==> src/rtl/axil_pkg.sv <==
// Shared AXI-Lite widths and the skid-buffer state type used by the
// register slice and its sub-module.
package axil_pkg;

  localparam int ADDR_W = 32;
  localparam int DATA_W = 32;
  localparam int STRB_W = DATA_W / 8;
  localparam int RESP_W = 2;

  // Occupancy of one two-entry skid buffer.
  typedef enum logic [1:0] {
    SKID_EMPTY = 2'd0,  // nothing held
    SKID_ONE   = 2'd1,  // output register valid
    SKID_TWO   = 2'd2   // output and skid registers valid
  } skid_state_e;

  // Write-data beat carried through one slice as a single payload word.
  typedef struct packed {
    logic [STRB_W-1:0] strb;
    logic [DATA_W-1:0] data;
  } w_beat_t;

  // Read-data beat carried through one slice as a single payload word.
  typedef struct packed {
    logic [DATA_W-1:0] data;
    logic [RESP_W-1:0] resp;
  } r_beat_t;

endpackage

==> src/rtl/axil_interface.sv <==
// AXI-Lite bundle (AW, W, B, AR, R). The master modport drives requests
// and accepts responses; the slave modport is its mirror image.
interface axil_interface;
  import axil_pkg::*;

  logic [ADDR_W-1:0] awaddr;
  logic              awvalid;
  logic              awready;
  logic [DATA_W-1:0] wdata;
  logic [STRB_W-1:0] wstrb;
  logic              wvalid;
  logic              wready;
  logic [RESP_W-1:0] bresp;
  logic              bvalid;
  logic              bready;
  logic [ADDR_W-1:0] araddr;
  logic              arvalid;
  logic              arready;
  logic [DATA_W-1:0] rdata;
  logic [RESP_W-1:0] rresp;
  logic              rvalid;
  logic              rready;

  modport master (
    output awaddr, awvalid, input awready,
    output wdata, wstrb, wvalid, input wready,
    input  bresp, bvalid, output bready,
    output araddr, arvalid, input arready,
    input  rdata, rresp, rvalid, output rready
  );

  modport slave (
    input  awaddr, awvalid, output awready,
    input  wdata, wstrb, wvalid, output wready,
    output bresp, bvalid, input bready,
    input  araddr, arvalid, output arready,
    output rdata, rresp, rvalid, input rready
  );

endinterface

==> src/rtl/axil_skid_buffer.sv <==
// Two-entry skid buffer for one valid/ready channel. Both the upstream
// ready and the downstream valid/payload come straight from flops, so the
// slice fully breaks timing in both directions at 1 beat/cycle.
module axil_skid_buffer
  import axil_pkg::*;
#(
  parameter int WIDTH = 32
) (
  input  logic             axil_clk,
  input  logic             axil_rstn,
  input  logic             s_valid,
  output logic             s_ready,
  input  logic [WIDTH-1:0] s_data,
  output logic             m_valid,
  input  logic             m_ready,
  output logic [WIDTH-1:0] m_data
);

  skid_state_e      r_state;
  logic             r_s_ready;
  logic [WIDTH-1:0] r_out_data;
  logic [WIDTH-1:0] r_skid_data;

  logic w_in_hs;
  logic w_out_hs;

  assign w_in_hs  = s_valid & r_s_ready;
  assign w_out_hs = (r_state != SKID_EMPTY) & m_ready;

  // Occupancy FSM, payload registers and registered upstream ready.
  // r_s_ready resets low and is first loaded on the edge after reset
  // release, so it doubles as the registered init flag.
  always_ff @(posedge axil_clk or negedge axil_rstn) begin
    if (!axil_rstn) begin
      r_state     <= SKID_EMPTY;
      r_s_ready   <= 1'b0;
      // NOTE: payload registers are reset too, so nothing stale can ever be
      // presented; async reset also discards held beats immediately.
      r_out_data  <= '0;
      r_skid_data <= '0;
    end else begin
      // NOTE: non-blocking assignments throughout, so every branch reads the
      // pre-edge state and the skid->output move happens in one edge.
      case (r_state)
        SKID_EMPTY: begin
          if (w_in_hs) begin
            r_state    <= SKID_ONE;
            r_out_data <= s_data;
          end
        end
        SKID_ONE: begin
          if (w_in_hs && !w_out_hs) begin
            r_state     <= SKID_TWO;
            r_skid_data <= s_data;
          end else if (w_in_hs) begin
            r_out_data <= s_data;
          end else if (w_out_hs) begin
            r_state <= SKID_EMPTY;
          end
        end
        SKID_TWO: begin
          if (w_out_hs) begin
            r_state    <= SKID_ONE;
            r_out_data <= r_skid_data;
          end
        end
        default: r_state <= SKID_EMPTY;
      endcase
      // Ready for the next cycle is low exactly when the next state is TWO.
      r_s_ready <= !(((r_state == SKID_ONE) && w_in_hs && !w_out_hs) ||
                     ((r_state == SKID_TWO) && !w_out_hs));
    end
  end

  assign s_ready = r_s_ready;
  assign m_valid = (r_state != SKID_EMPTY);
  assign m_data  = r_out_data;

endmodule

==> src/rtl/axil_register_slice.sv <==
// AXI-Lite register slice: five independent channel slices (AW, W, AR
// forward; B, R reverse). Each direction is either a skid buffer or plain
// wires, selected by REG_FWD / REG_REV. Channels never interact, so any
// AW/W skew passes through unchanged.
module axil_register_slice
  import axil_pkg::*;
#(
  parameter int REG_FWD = 1,
  parameter int REG_REV = 1
) (
  input  logic           axil_clk,
  input  logic           axil_rstn,
  axil_interface.slave   axil_master,
  axil_interface.master  axil_slave
);

  w_beat_t w_w_in;
  w_beat_t w_w_out;
  r_beat_t w_r_in;
  r_beat_t w_r_out;

  assign w_w_in           = '{strb: axil_master.wstrb, data: axil_master.wdata};
  assign axil_slave.wstrb = w_w_out.strb;
  assign axil_slave.wdata = w_w_out.data;

  assign w_r_in            = '{data: axil_slave.rdata, resp: axil_slave.rresp};
  assign axil_master.rdata = w_r_out.data;
  assign axil_master.rresp = w_r_out.resp;

  if (REG_FWD != 0) begin : g_fwd_reg
    axil_skid_buffer #(.WIDTH(ADDR_W)) u_aw (
      .axil_clk (axil_clk),            .axil_rstn(axil_rstn),
      .s_valid  (axil_master.awvalid), .s_ready  (axil_master.awready),
      .s_data   (axil_master.awaddr),
      .m_valid  (axil_slave.awvalid),  .m_ready  (axil_slave.awready),
      .m_data   (axil_slave.awaddr)
    );
    axil_skid_buffer #(.WIDTH($bits(w_beat_t))) u_w (
      .axil_clk (axil_clk),            .axil_rstn(axil_rstn),
      .s_valid  (axil_master.wvalid),  .s_ready  (axil_master.wready),
      .s_data   (w_w_in),
      .m_valid  (axil_slave.wvalid),   .m_ready  (axil_slave.wready),
      .m_data   (w_w_out)
    );
    axil_skid_buffer #(.WIDTH(ADDR_W)) u_ar (
      .axil_clk (axil_clk),            .axil_rstn(axil_rstn),
      .s_valid  (axil_master.arvalid), .s_ready  (axil_master.arready),
      .s_data   (axil_master.araddr),
      .m_valid  (axil_slave.arvalid),  .m_ready  (axil_slave.arready),
      .m_data   (axil_slave.araddr)
    );
  end else begin : g_fwd_wire
    assign axil_slave.awaddr   = axil_master.awaddr;
    assign axil_slave.awvalid  = axil_master.awvalid;
    assign axil_master.awready = axil_slave.awready;
    assign w_w_out             = w_w_in;
    assign axil_slave.wvalid   = axil_master.wvalid;
    assign axil_master.wready  = axil_slave.wready;
    assign axil_slave.araddr   = axil_master.araddr;
    assign axil_slave.arvalid  = axil_master.arvalid;
    assign axil_master.arready = axil_slave.arready;
  end

  if (REG_REV != 0) begin : g_rev_reg
    axil_skid_buffer #(.WIDTH(RESP_W)) u_b (
      .axil_clk (axil_clk),            .axil_rstn(axil_rstn),
      .s_valid  (axil_slave.bvalid),   .s_ready  (axil_slave.bready),
      .s_data   (axil_slave.bresp),
      .m_valid  (axil_master.bvalid),  .m_ready  (axil_master.bready),
      .m_data   (axil_master.bresp)
    );
    axil_skid_buffer #(.WIDTH($bits(r_beat_t))) u_r (
      .axil_clk (axil_clk),            .axil_rstn(axil_rstn),
      .s_valid  (axil_slave.rvalid),   .s_ready  (axil_slave.rready),
      .s_data   (w_r_in),
      .m_valid  (axil_master.rvalid),  .m_ready  (axil_master.rready),
      .m_data   (w_r_out)
    );
  end else begin : g_rev_wire
    assign axil_master.bresp  = axil_slave.bresp;
    assign axil_master.bvalid = axil_slave.bvalid;
    assign axil_slave.bready  = axil_master.bready;
    assign w_r_out            = w_r_in;
    assign axil_master.rvalid = axil_slave.rvalid;
    assign axil_slave.rready  = axil_master.rready;
  end

endmodule

==> src/flat_wrapper.sv <==
// flat-port wrapper written by rule: the top's interface ports become plain ports
module axil_register_slice_flat import axil_pkg::*;
#(
  parameter int REG_FWD = 1,
  parameter int REG_REV = 1
)
  (axil_clk, axil_rstn, axil_master_awaddr, axil_master_awvalid, axil_master_awready, axil_master_wdata, axil_master_wstrb, axil_master_wvalid, axil_master_wready, axil_master_bresp, axil_master_bvalid, axil_master_bready, axil_master_araddr, axil_master_arvalid, axil_master_arready, axil_master_rdata, axil_master_rresp, axil_master_rvalid, axil_master_rready, axil_slave_awaddr, axil_slave_awvalid, axil_slave_awready, axil_slave_wdata, axil_slave_wstrb, axil_slave_wvalid, axil_slave_wready, axil_slave_bresp, axil_slave_bvalid, axil_slave_bready, axil_slave_araddr, axil_slave_arvalid, axil_slave_arready, axil_slave_rdata, axil_slave_rresp, axil_slave_rvalid, axil_slave_rready);
  axil_interface axil_master_i ();
  axil_interface axil_slave_i ();
  input  logic axil_clk;
  input  logic axil_rstn;
  input wire logic [$bits(axil_master_i.awaddr)-1:0] axil_master_awaddr;
  input wire logic [$bits(axil_master_i.awvalid)-1:0] axil_master_awvalid;
  output wire logic [$bits(axil_master_i.awready)-1:0] axil_master_awready;
  input wire logic [$bits(axil_master_i.wdata)-1:0] axil_master_wdata;
  input wire logic [$bits(axil_master_i.wstrb)-1:0] axil_master_wstrb;
  input wire logic [$bits(axil_master_i.wvalid)-1:0] axil_master_wvalid;
  output wire logic [$bits(axil_master_i.wready)-1:0] axil_master_wready;
  output wire logic [$bits(axil_master_i.bresp)-1:0] axil_master_bresp;
  output wire logic [$bits(axil_master_i.bvalid)-1:0] axil_master_bvalid;
  input wire logic [$bits(axil_master_i.bready)-1:0] axil_master_bready;
  input wire logic [$bits(axil_master_i.araddr)-1:0] axil_master_araddr;
  input wire logic [$bits(axil_master_i.arvalid)-1:0] axil_master_arvalid;
  output wire logic [$bits(axil_master_i.arready)-1:0] axil_master_arready;
  output wire logic [$bits(axil_master_i.rdata)-1:0] axil_master_rdata;
  output wire logic [$bits(axil_master_i.rresp)-1:0] axil_master_rresp;
  output wire logic [$bits(axil_master_i.rvalid)-1:0] axil_master_rvalid;
  input wire logic [$bits(axil_master_i.rready)-1:0] axil_master_rready;
  output wire logic [$bits(axil_slave_i.awaddr)-1:0] axil_slave_awaddr;
  output wire logic [$bits(axil_slave_i.awvalid)-1:0] axil_slave_awvalid;
  input wire logic [$bits(axil_slave_i.awready)-1:0] axil_slave_awready;
  output wire logic [$bits(axil_slave_i.wdata)-1:0] axil_slave_wdata;
  output wire logic [$bits(axil_slave_i.wstrb)-1:0] axil_slave_wstrb;
  output wire logic [$bits(axil_slave_i.wvalid)-1:0] axil_slave_wvalid;
  input wire logic [$bits(axil_slave_i.wready)-1:0] axil_slave_wready;
  input wire logic [$bits(axil_slave_i.bresp)-1:0] axil_slave_bresp;
  input wire logic [$bits(axil_slave_i.bvalid)-1:0] axil_slave_bvalid;
  output wire logic [$bits(axil_slave_i.bready)-1:0] axil_slave_bready;
  output wire logic [$bits(axil_slave_i.araddr)-1:0] axil_slave_araddr;
  output wire logic [$bits(axil_slave_i.arvalid)-1:0] axil_slave_arvalid;
  input wire logic [$bits(axil_slave_i.arready)-1:0] axil_slave_arready;
  input wire logic [$bits(axil_slave_i.rdata)-1:0] axil_slave_rdata;
  input wire logic [$bits(axil_slave_i.rresp)-1:0] axil_slave_rresp;
  input wire logic [$bits(axil_slave_i.rvalid)-1:0] axil_slave_rvalid;
  output wire logic [$bits(axil_slave_i.rready)-1:0] axil_slave_rready;
  assign axil_master_i.awaddr = axil_master_awaddr;
  assign axil_master_i.awvalid = axil_master_awvalid;
  assign axil_master_awready = axil_master_i.awready;
  assign axil_master_i.wdata = axil_master_wdata;
  assign axil_master_i.wstrb = axil_master_wstrb;
  assign axil_master_i.wvalid = axil_master_wvalid;
  assign axil_master_wready = axil_master_i.wready;
  assign axil_master_bresp = axil_master_i.bresp;
  assign axil_master_bvalid = axil_master_i.bvalid;
  assign axil_master_i.bready = axil_master_bready;
  assign axil_master_i.araddr = axil_master_araddr;
  assign axil_master_i.arvalid = axil_master_arvalid;
  assign axil_master_arready = axil_master_i.arready;
  assign axil_master_rdata = axil_master_i.rdata;
  assign axil_master_rresp = axil_master_i.rresp;
  assign axil_master_rvalid = axil_master_i.rvalid;
  assign axil_master_i.rready = axil_master_rready;
  assign axil_slave_awaddr = axil_slave_i.awaddr;
  assign axil_slave_awvalid = axil_slave_i.awvalid;
  assign axil_slave_i.awready = axil_slave_awready;
  assign axil_slave_wdata = axil_slave_i.wdata;
  assign axil_slave_wstrb = axil_slave_i.wstrb;
  assign axil_slave_wvalid = axil_slave_i.wvalid;
  assign axil_slave_i.wready = axil_slave_wready;
  assign axil_slave_i.bresp = axil_slave_bresp;
  assign axil_slave_i.bvalid = axil_slave_bvalid;
  assign axil_slave_bready = axil_slave_i.bready;
  assign axil_slave_araddr = axil_slave_i.araddr;
  assign axil_slave_arvalid = axil_slave_i.arvalid;
  assign axil_slave_i.arready = axil_slave_arready;
  assign axil_slave_i.rdata = axil_slave_rdata;
  assign axil_slave_i.rresp = axil_slave_rresp;
  assign axil_slave_i.rvalid = axil_slave_rvalid;
  assign axil_slave_rready = axil_slave_i.rready;
  axil_register_slice #(.REG_FWD(REG_FWD), .REG_REV(REG_REV)) u_core (.axil_clk(axil_clk), .axil_rstn(axil_rstn), .axil_master(axil_master_i), .axil_slave(axil_slave_i));
endmodule
==> config.mk <==
export PLATFORM = sky130hd
export DESIGN_NAME = axil_register_slice_flat
export DESIGN_NICKNAME = d
export VERILOG_FILES = /design/src/rtl/axil_pkg.sv /design/src/rtl/axil_interface.sv /design/src/rtl/axil_skid_buffer.sv /design/src/rtl/axil_register_slice.sv /design/src/flat_wrapper.sv
export SDC_FILE = /design/constraint.sdc
export NUM_CORES = 1
export LEC_CHECK = 0
export CAP_MARGIN = 20
export CELL_PAD_IN_SITES_DETAIL_PLACEMENT = 2
export CELL_PAD_IN_SITES_GLOBAL_PLACEMENT = 2
export CORE_MARGIN = 4
export CORE_UTILIZATION = 38
export CTS_BUF_LIST = sky130_fd_sc_hd__clkbuf_4 sky130_fd_sc_hd__clkbuf_8
export CTS_CLUSTER_SIZE = 30
export DETAILED_ROUTE_END_ITERATION = 10
export PLACE_DENSITY = 0.85
export SLEW_MARGIN = 25
export SYNTH_ARGS = -nofsm -noshare
export SYNTH_HDL_FRONTEND = slang
export SYNTH_HIERARCHICAL = 1
export SYNTH_SLANG_ARGS = --single-unit
==> constraint.sdc <==
create_clock -name axil_clk -period 4.8 [get_ports axil_clk]
set_clock_uncertainty 0.1 [all_clocks]
set_input_delay 0.96 -clock axil_clk [delete_from_list [all_inputs] [get_ports axil_clk]]
set_output_delay 0.96 -clock axil_clk [all_outputs]
set_load 0.02 [all_outputs]
After elaboration in Yosys (flattened, before gate mapping)
Index checks and enable logic that the tools add are counted.

storage, ports and cells
  bits in registers = 287
  input bits = 148
  output and inout port bits = 146
  word-level logic and storage cells = 180

cells by class
  equality and inequality tests = 35
  muxes and demuxes = 50
  bitwise gates (word level) = 10
  reductions and logical operators = 65

operators with widths
  cell                                                              number
  32-bit 2-to-1 mux                                                 6
  32-bit case mux with 3 select lines                               2
  36-bit 2-to-1 mux                                                 3
  36-bit case mux with 3 select lines                               1
  34-bit 2-to-1 mux                                                 3
  34-bit case mux with 3 select lines                               1
  2-bit 2-to-1 mux                                                  28
  2-bit case mux with 3 select lines                                6
  2-bit != test (second input constant)                             15
  3-bit != test (second input constant)                             10
  1-bit logical AND                                                 20
  4-bit AND reduction                                               5
  3-bit AND reduction                                               5
  3-bit nonzero test                                                5
  1-bit bitwise AND                                                 10
  2-bit by 1-bit == test with 1-bit output (second input constant)  5
  2-bit == test (second input constant)                             5
  1-bit zero test                                                   10
  2-bit zero test                                                   5
  2-bit AND reduction                                               5
  2-bit nonzero test                                                5
  1-bit logical OR                                                  5

Depth between registers and ports, before layout
Gate-level depths: netlist of the first run.

  depth after elaboration = 6
  mapped depth = 6
  depth with buffers taken out = 3

Cells and area by module
Netlist of the first run, hierarchy kept.

modules (own cells, without submodules)
  module                                        instances  cells an instance  area each (um^2)  seq. area each (um^2)
  axil_skid_buffer (u_core.g_fwd_reg.u_ar ...)  2          193                2786.4            1676.6
  axil_skid_buffer (u_core.g_fwd_reg.u_w)       1          216                3139.3            1876.8
  axil_skid_buffer (u_core.g_rev_reg.u_r)       1          204                3090.5            1776.7
  axil_skid_buffer (u_core.g_rev_reg.u_b)       1          26                 349.1             175.2

Worst setup path after synthesis of the first run
Ideal clock, no wire load.

  kind = input-to-reg
  start point = input axil_slave_arready
  end point = register u_core.g_fwd_reg.u_ar.r_skid_data[10]
  setup time = 125 ps
  arrival = 2043 ps
  data required time = 4575 ps
  slack = 2532 ps
  stages on the path = 5
  buffers on the path = 2
  cells stage by stage = nor2b_1 -> buf_4 -> nor3b_4 -> buf_6 -> mux2_2

on the way
  word-level cells in the longest chain between the ends = 4

RTL lines
  element                        line                    source
  start: declaration             flat_wrapper.sv:41      input wire logic [$bits(axil_slave_i.arready)-1:0] axil_slave_arready;
  1-bit bitwise AND              axil_skid_buffer.sv:28  assign w_out_hs = (r_state != SKID_EMPTY) & m_ready;
  1-bit zero test                axil_skid_buffer.sv:52  if (w_in_hs && !w_out_hs) begin
  1-bit logical AND              axil_skid_buffer.sv:52
  2-bit AND reduction (no line)  --
  end signal: assignment         axil_skid_buffer.sv:54  r_skid_data <= s_data;
  end: declaration               axil_skid_buffer.sv:22  logic [WIDTH-1:0] r_skid_data;

No other way between the ends.
A chain may end at the register's enable or synchronous reset.

Final worst setup path of the first run
  start point = register u_core.g_rev_reg.u_r.r_state[1]
  end point = output axil_master_rvalid

on the way
  word-level cells in the longest chain between the ends = 1

RTL lines
  element                   line                    source
  start: declaration        axil_skid_buffer.sv:19  skid_state_e r_state;
  start signal: assignment  axil_skid_buffer.sv:35  r_state <= SKID_EMPTY;
  start signal: assignment  axil_skid_buffer.sv:47  r_state <= SKID_ONE;
  start signal: assignment  axil_skid_buffer.sv:53  r_state <= SKID_TWO;
  2-bit nonzero test        axil_skid_buffer.sv:76  assign m_valid = (r_state != SKID_EMPTY);
  end: declaration          flat_wrapper.sv:27      output wire logic [$bits(axil_master_i.rvalid)-1:0] axil_master_rvalid;

No other way between the ends.

==> flow_metrics.tcl, run 1 <==
set metrics [dict create \
    run_status "complete, no violations" \
    grt_pass1_wl_um 62600 \
    boundaryPins 294 \
    cts_buffer_depth 3 \
    crit_type "reg -> out" \
    net-switching-power_mw 4.10 \
    min_period_ps 3010 \
    vdd_ir_drop_max_mv 0.302 \
    die_area_um2 34900 \
    p_leak_nw 6.56 \
    wl_per_cell_um 25.4 \
    p_int_mw 7.56 \
    ys_warn_count 6 \
    swShare_pct 35.1 \
    grt_overflow 0 \
    cts_root_buf "clkbuf_8" \
    clkPwrFrac_pct 21.6 \
    die_x_um 187 \
    cts_num_sinks 287 \
    yosysTopAreaCellShare_pct 59.1 \
    setup.worst_path.start_class "flop" \
    cp_max_fo 7 \
    worstSkewPairLatency_ps 550 \
    required_ps 3740 \
    clk_pin_slew_worst_paths_ps 60 \
    fin_setup_tns_ps 0 \
    async_flop_share_pct 100 \
    combPwrFrac_pct 40.5 \
    synthFlopType "dfrtp_1" \
    synth-edff-count 0 \
    ys_seq_elements 287 \
    cts_setup_buffers 0 \
    drt_iter0_drc 338 \
    fin_nets 1281 \
    syn_to_final_growth_pct 36.6 \
    dp_hpwl_um 25200 \
    core-area_um2 31600 \
    vias_per_cell 5.56 \
    cp.arrival_ps 1950 \
    place_inst 1481 \
    finalWirelength_um 39900 \
    grt_max_degree 118 \
    fin_cells 1575 \
    avgSynthCellArea_um2 14.6 \
    rsz0062_at_grt "false" \
    syn-num-nets 980 \
    synth_area_leaders "dfrtp_1 59%, o32a_1 11%, o21a_1 8.3%" \
    fmax_mhz 332 \
    route.detailed.drc 0 \
    synth_top_area_cell "dfrtp_1" \
    drive_gt1_share_pct 22.0 \
    end_kind "primary output" \
    cts_resized 0 \
    cts_tree "done" \
    syn_inst 832 \
    num_vias 8761 \
    cts_buffers 51 \
    power.density_nw_per_um2 703 \
    maxCapViolations 0 \
    die_h_um 187 \
    start_util_pct 38.5 \
    grtUsageTotal_pct 22.3 \
    ant_nets 0 \
    drv_slew 0 \
    slew_headroom_pct 36.3 \
    port_buffers 293 \
    fin_util_pct 52.6 \
    postCtsHoldBufs 0 \
    worst_slew_pin_slew_ps 956 \
    hold_path.class "in -> async" \
    pwr-share-seq_pct 37.9 \
    period_share_pct 62.8 \
    hold_viol 0 \
    yosysUniqueCellTypes 33 \
    syn_area_um2 12200 \
    setup_violations 0 \
    drt-pass1-iter-count 4 \
    ys_seq_area_share_pct 59.1 \
    gp_congestion 0.744 \
    antenna_found_initial 2 \
    grt_pass1_vias 10320 \
    num_rows 65 \
    htree_levels 2 \
]
[metal layers]
layer | global-route usage [%] | vias up | routed length, um
li1 | - | 3821 | -
met1 | 27.3 | 4613 | 16300
met2 | 39.4 | 264 | 20500
met3 | 5.75 | 61 | 2390
met4 | 5.66 | 2 | 786
met5 | 0 | - | 13
[power groups by stage]
stage               Combinational (mW)  Clock (mW)  Sequential, mW
floorplan                         2.03           0            4.89
global placement                  4.50           0            4.29
detailed placement                4.69           0            4.41
CTS                               4.76        2.61            4.43
global route                      5.01        2.73            4.57
finish                            4.73        2.52            4.42
[registers in the layout (all words and copies together), names as in the netlist, 32 cells and up]
register,flops
u_core/g_fwd_reg.u_w/m_data,36
u_core/g_fwd_reg.u_ar/m_data,32
u_core/g_rev_reg.u_r/m_data,34
u_core/g_fwd_reg.u_aw/r_skid_data,32
u_core/g_fwd_reg.u_w/r_skid_data,36
u_core/g_fwd_reg.u_aw/m_data,32
u_core/g_fwd_reg.u_ar/r_skid_data,32
u_core/g_rev_reg.u_r/r_skid_data,34
[worst max-delay path, stage by stage (launching register included)]
cell and delay (ps):
dfrtp_1 480, or2_2 350, clkdlybuf4s50_1 580
[placed cells by master, fill, tap and decap left out, types with 2 or more instances in the layout]
cell and count:
a21o_1 4, clkbuf_4 11, clkbuf_8 70, bufinv_16 2, mux2_2 86, o21ai_0 5
nand3b_1 8, nor2_1 5, o32a_1 134, o21ai_2 3, mux2_1 24, clkdlybuf4s50_1 292
o21a_1 134, nor3b_4 4, or2_2 9, clkinv_2 9, mux2i_1 4, buf_4 18
nor3b_1 4, dfrtp_1 287, nor2b_2 4, mux2_4 30, nand2_1 9, buf_12 4
nor2b_1 2
[kinds of logic (layout without fill, tap and decap cells)]
group                  count (synthesis)  count (layout)  synth area share (%)
XOR/XNOR                               1               1                0.0721
AND/OR/NAND/NOR                       50              50                  2.99
multiplexers                         144             144                  14.2
flip-flops                           287             287                  59.1
other                                  0               1                     0
AO/OA/AOI/OAI                        282             282                  20.2
buffers and inverters                 68             408                  3.45
[path summary, 6_finish.rpt]
path	startpoint	endpoint	slack, ps	cells past startpoint
worst max-delay path	u_core/g_rev_reg.u_r/r_state[1]$_DFFE_PN0P_	axil_master_rvalid	1790	2
worst min-delay path	axil_rstn	u_core/g_rev_reg.u_r/m_data[21]$_DFFE_PN0P_	360	1
worst max register to register	u_core/g_rev_reg.u_r/r_state[0]$_DFFE_PN0P_	u_core/g_rev_reg.u_r/r_skid_data[11]$_DFFE_PN0P_	2320	5
worst min register to register	u_core/g_fwd_reg.u_w/m_data[26]$_DFFE_PN0P_	u_core/g_fwd_reg.u_w/m_data[26]$_DFFE_PN0P_	390	1
max in group asynchronous	axil_rstn	u_core/g_fwd_reg.u_aw/m_data[20]$_DFFE_PN0P_	3270	2
min in group axil_clk	u_core/g_fwd_reg.u_w/m_data[26]$_DFFE_PN0P_	u_core/g_fwd_reg.u_w/m_data[26]$_DFFE_PN0P_	390	1
[layout make-up]
cell class / instances / area, um^2
fill: 2898 / 15000
clock inverter: 11 / 105
timing repair buffer: 316 / 3180
tap: 402 / 503
multi-input combinational: 477 / 4580
sequential: 287 / 7180
clock buffer: 81 / 1050
antenna: 1 / 2.50
[cell usage after synthesis (2+ instances only)]
cell	count
or2_2	9
o21ai_1	2
nor2b_1	4
mux2_1	24
nor3b_4	2
buf_2	20
buf_4	4
a21o_1	4
mux2_2	86
nor2b_2	2
o21a_1	134
buf_12	3
nor3b_2	2
buf_6	10
nand2_1	9
nor2_1	5
mux2_4	30
mux2i_1	4
nor3b_1	4
dfrtp_1	287
o21ai_0	5
nand3b_1	8
o32a_1	134
clkbuf_1	31
[through the flow]
stage	setup slack (ps)	power (mW)	hold slack (ps)	cell area (um^2)
finish	1790	11.7	357	16600
floorplan	2530	6.92	359	12200
global route	1690	12.3	411	16600
CTS	1730	11.8	394	16600
detailed placement	1300	9.09	379	15400
global placement	1370	8.80	368	15400
Power figures use the tool's default switching activity.
==> run 2: changes to the inputs <==
- CORE_UTILIZATION: 38 -> 35
- PLACE_DENSITY: 0.85 -> 0.79
- clock period: 4.8 -> 3.09 ns (I/O delays scaled with it)
==> run 2 against run 1 <==
Sequential share of layout area fell by 0.48 points. Power rose by 54%. Die area grew 8.2%. Global-route usage down 2.5 points. Final cell count grew 4.2%.
==> flow_metrics.tcl, run 2 (same netlist as run 1, synthesis figures left out) <==
set metrics [dict create \
    period_share_pct 85.2 \
    grt_overflow 0 \
    gp_congestion 0.721 \
    ff2ff_setup_slack_ps 1160 \
    cts_buffers 50 \
    wl_per_cell_um 23.2 \
    boundaryPins 294 \
    min_period_ps 2630 \
    fin_nets 1303 \
    setup_violations 0 \
    num_vias 8771 \
    dp_hpwl_um 25600 \
    reg2reg_depth 4 \
    fmax_mhz 380 \
    drv_slew 0 \
    start_util_pct 35.9 \
    vdd_ir_drop_max_mv 0.523 \
    setup.worst_path.start_class "flop" \
    ant_nets 0 \
    cts_num_sinks 287 \
    drive_gt1_share_pct 23.3 \
    final_cell_mix "292 x clkdlybuf4s50_1, 287 x dfrtp_1, 134 x o32a_1, 134 x o21a_1, 86 x mux2_2" \
    grt_pass1_vias 10227 \
    htree_levels 2 \
    die_h_um 194 \
    required_ps 2370 \
    maxCapViolations 0 \
    hold_viol 0 \
    cts_root_buf "clkbuf_8" \
    fin_setup_tns_ps 0 \
    die_x_um 194 \
    slew_headroom_pct 54.5 \
    hold_end "u_core/g_fwd_reg.u_w/r_skid_data[31]$_DFFE_PN0P_" \
    grt_max_degree 74 \
    num_rows 67 \
    hold_path.class "reg -> reg" \
    dp_worst_setup_slack_ps 499 \
    syn_to_final_growth_pct 38.1 \
    crit_type "reg -> out" \
    min_path_cells 1 \
    cts_setup_buffers 0 \
    rr_endpoint "u_core/g_fwd_reg.u_aw/m_data[11]$_DFFE_PN0P_" \
    cts_buffer_depth 3 \
    cp_slowest_cell "clkdlybuf4s50_1" \
    crit_path_cell_trace "or2_2, clkdlybuf4s50_1" \
    cts_tree "done" \
    cp_max_fo 7 \
    power.density_nw_per_um2 1070 \
    run_status "complete, no violations" \
    cp.arrival_ps 1910 \
    end_kind "primary output" \
    r2r-start "u_core/g_fwd_reg.u_aw/r_state[1]$_DFFE_PN0P_" \
    critPathBufInv 1 \
    hold_start "u_core/g_fwd_reg.u_w/r_skid_data[31]$_DFFE_PN0P_" \
    port_buffers 293 \
    cp.depth 2 \
    p_leak_nw 6.65 \
    vias_per_cell 5.34 \
    antenna_found_initial 3 \
    worstSkewPairLatency_ps 560 \
    grt_pass1_wl_um 60500 \
    fillers 3229 \
    clk_pin_slew_worst_paths_ps 60 \
    worst_slew_pin_slew_ps 681 \
    rsz0062_at_grt "false" \
    finalWirelength_um 38100 \
    final_common_cell "clkdlybuf4s50_1" \
    drt_iter0_drc 329 \
    antenna_cells 0 \
    setup_ws_ps 457 \
    route.detailed.drc 0 \
    cp_top_family "buffers and inverters" \
    die_area_um2 37800 \
    grtUsageTotal_pct 19.8 \
    drt-pass1-iter-count 4 \
    critPathMaxStageDelay_ps 570 \
    core-area_um2 33900 \
]
[run 2: worst max path at each step]
stage	from	to	slack (ps)
2_1_floorplan	axil_slave_arready	u_core/g_fwd_reg.u_ar/r_skid_data[10]$_DFFE_PN0P_	1160
3_3_place_gp	axil_slave_awready	u_core/g_fwd_reg.u_aw/m_data[15]$_DFFE_PN0P_	510
3_5_place_dp	axil_slave_awready	u_core/g_fwd_reg.u_aw/m_data[11]$_DFFE_PN0P_	500
4_1_cts	u_core/g_fwd_reg.u_ar/r_state[1]$_DFFE_PN0P_	axil_slave_arvalid	400
5_1_grt	u_core/g_rev_reg.u_r/r_state[1]$_DFFE_PN0P_	axil_master_rvalid	340
6_report	u_core/g_fwd_reg.u_ar/r_state[1]$_DFFE_PN0P_	axil_slave_arvalid	460
[run 2: power breakdown]
group          total (mW)  internal (mW)  switching, mW
logic                7.32           3.87           3.44
clock network        3.79           2.25           1.54
registers            6.82           5.62           1.20
[run 2: routing by layer]
metal / vias to the layer above / track usage (%) / part of all wire, %
li1: 3867 / - / -
met1: 4611 / 25.2 / 43
met2: 239 / 34.2 / 50
met3: 48 / 5.33 / 6.0
met4: 6 / 3.75 / 1.3
met5: - / 0 / 0.079
[run 2: final cells by class]
type	instances	area [um^2]	share of cell area (%)
well taps	448	561	3.34
flip-flops and latches	287	7180	42.8
multi-input cells	477	4580	27.3
clock inverters	4	45.0	0.268
repair buffers	339	3350	20.0
clock buffers	86	1070	6.38
[run 2: per-stage QoR]
stage / instances / util (%) / cell area [um^2] / hold WS [ps] / power [mW]
2_1_floorplan: 832 / - / 12200 / 222 / 10.8
3_3_place_gp: 1550 / 46.2 / 15700 / 367 / 13.8
3_5_place_dp: 1550 / 46.2 / 15700 / 379 / 14.2
4_1_cts: 1641 / 49.6 / 16800 / 392 / 18.2
5_1_grt: 1641 / 49.6 / 16800 / 410 / 19.0
6_report: 1641 / 49.6 / 16800 / 388 / 17.9
[run 2: repair_timing]
item | 4_1_cts | 5_1_grt
hold buffers | 1 | 0
endpoints found under the setup margin | 0 | 0
resized for setup | 0 | 0
hold endpoints to repair | 64 | 0
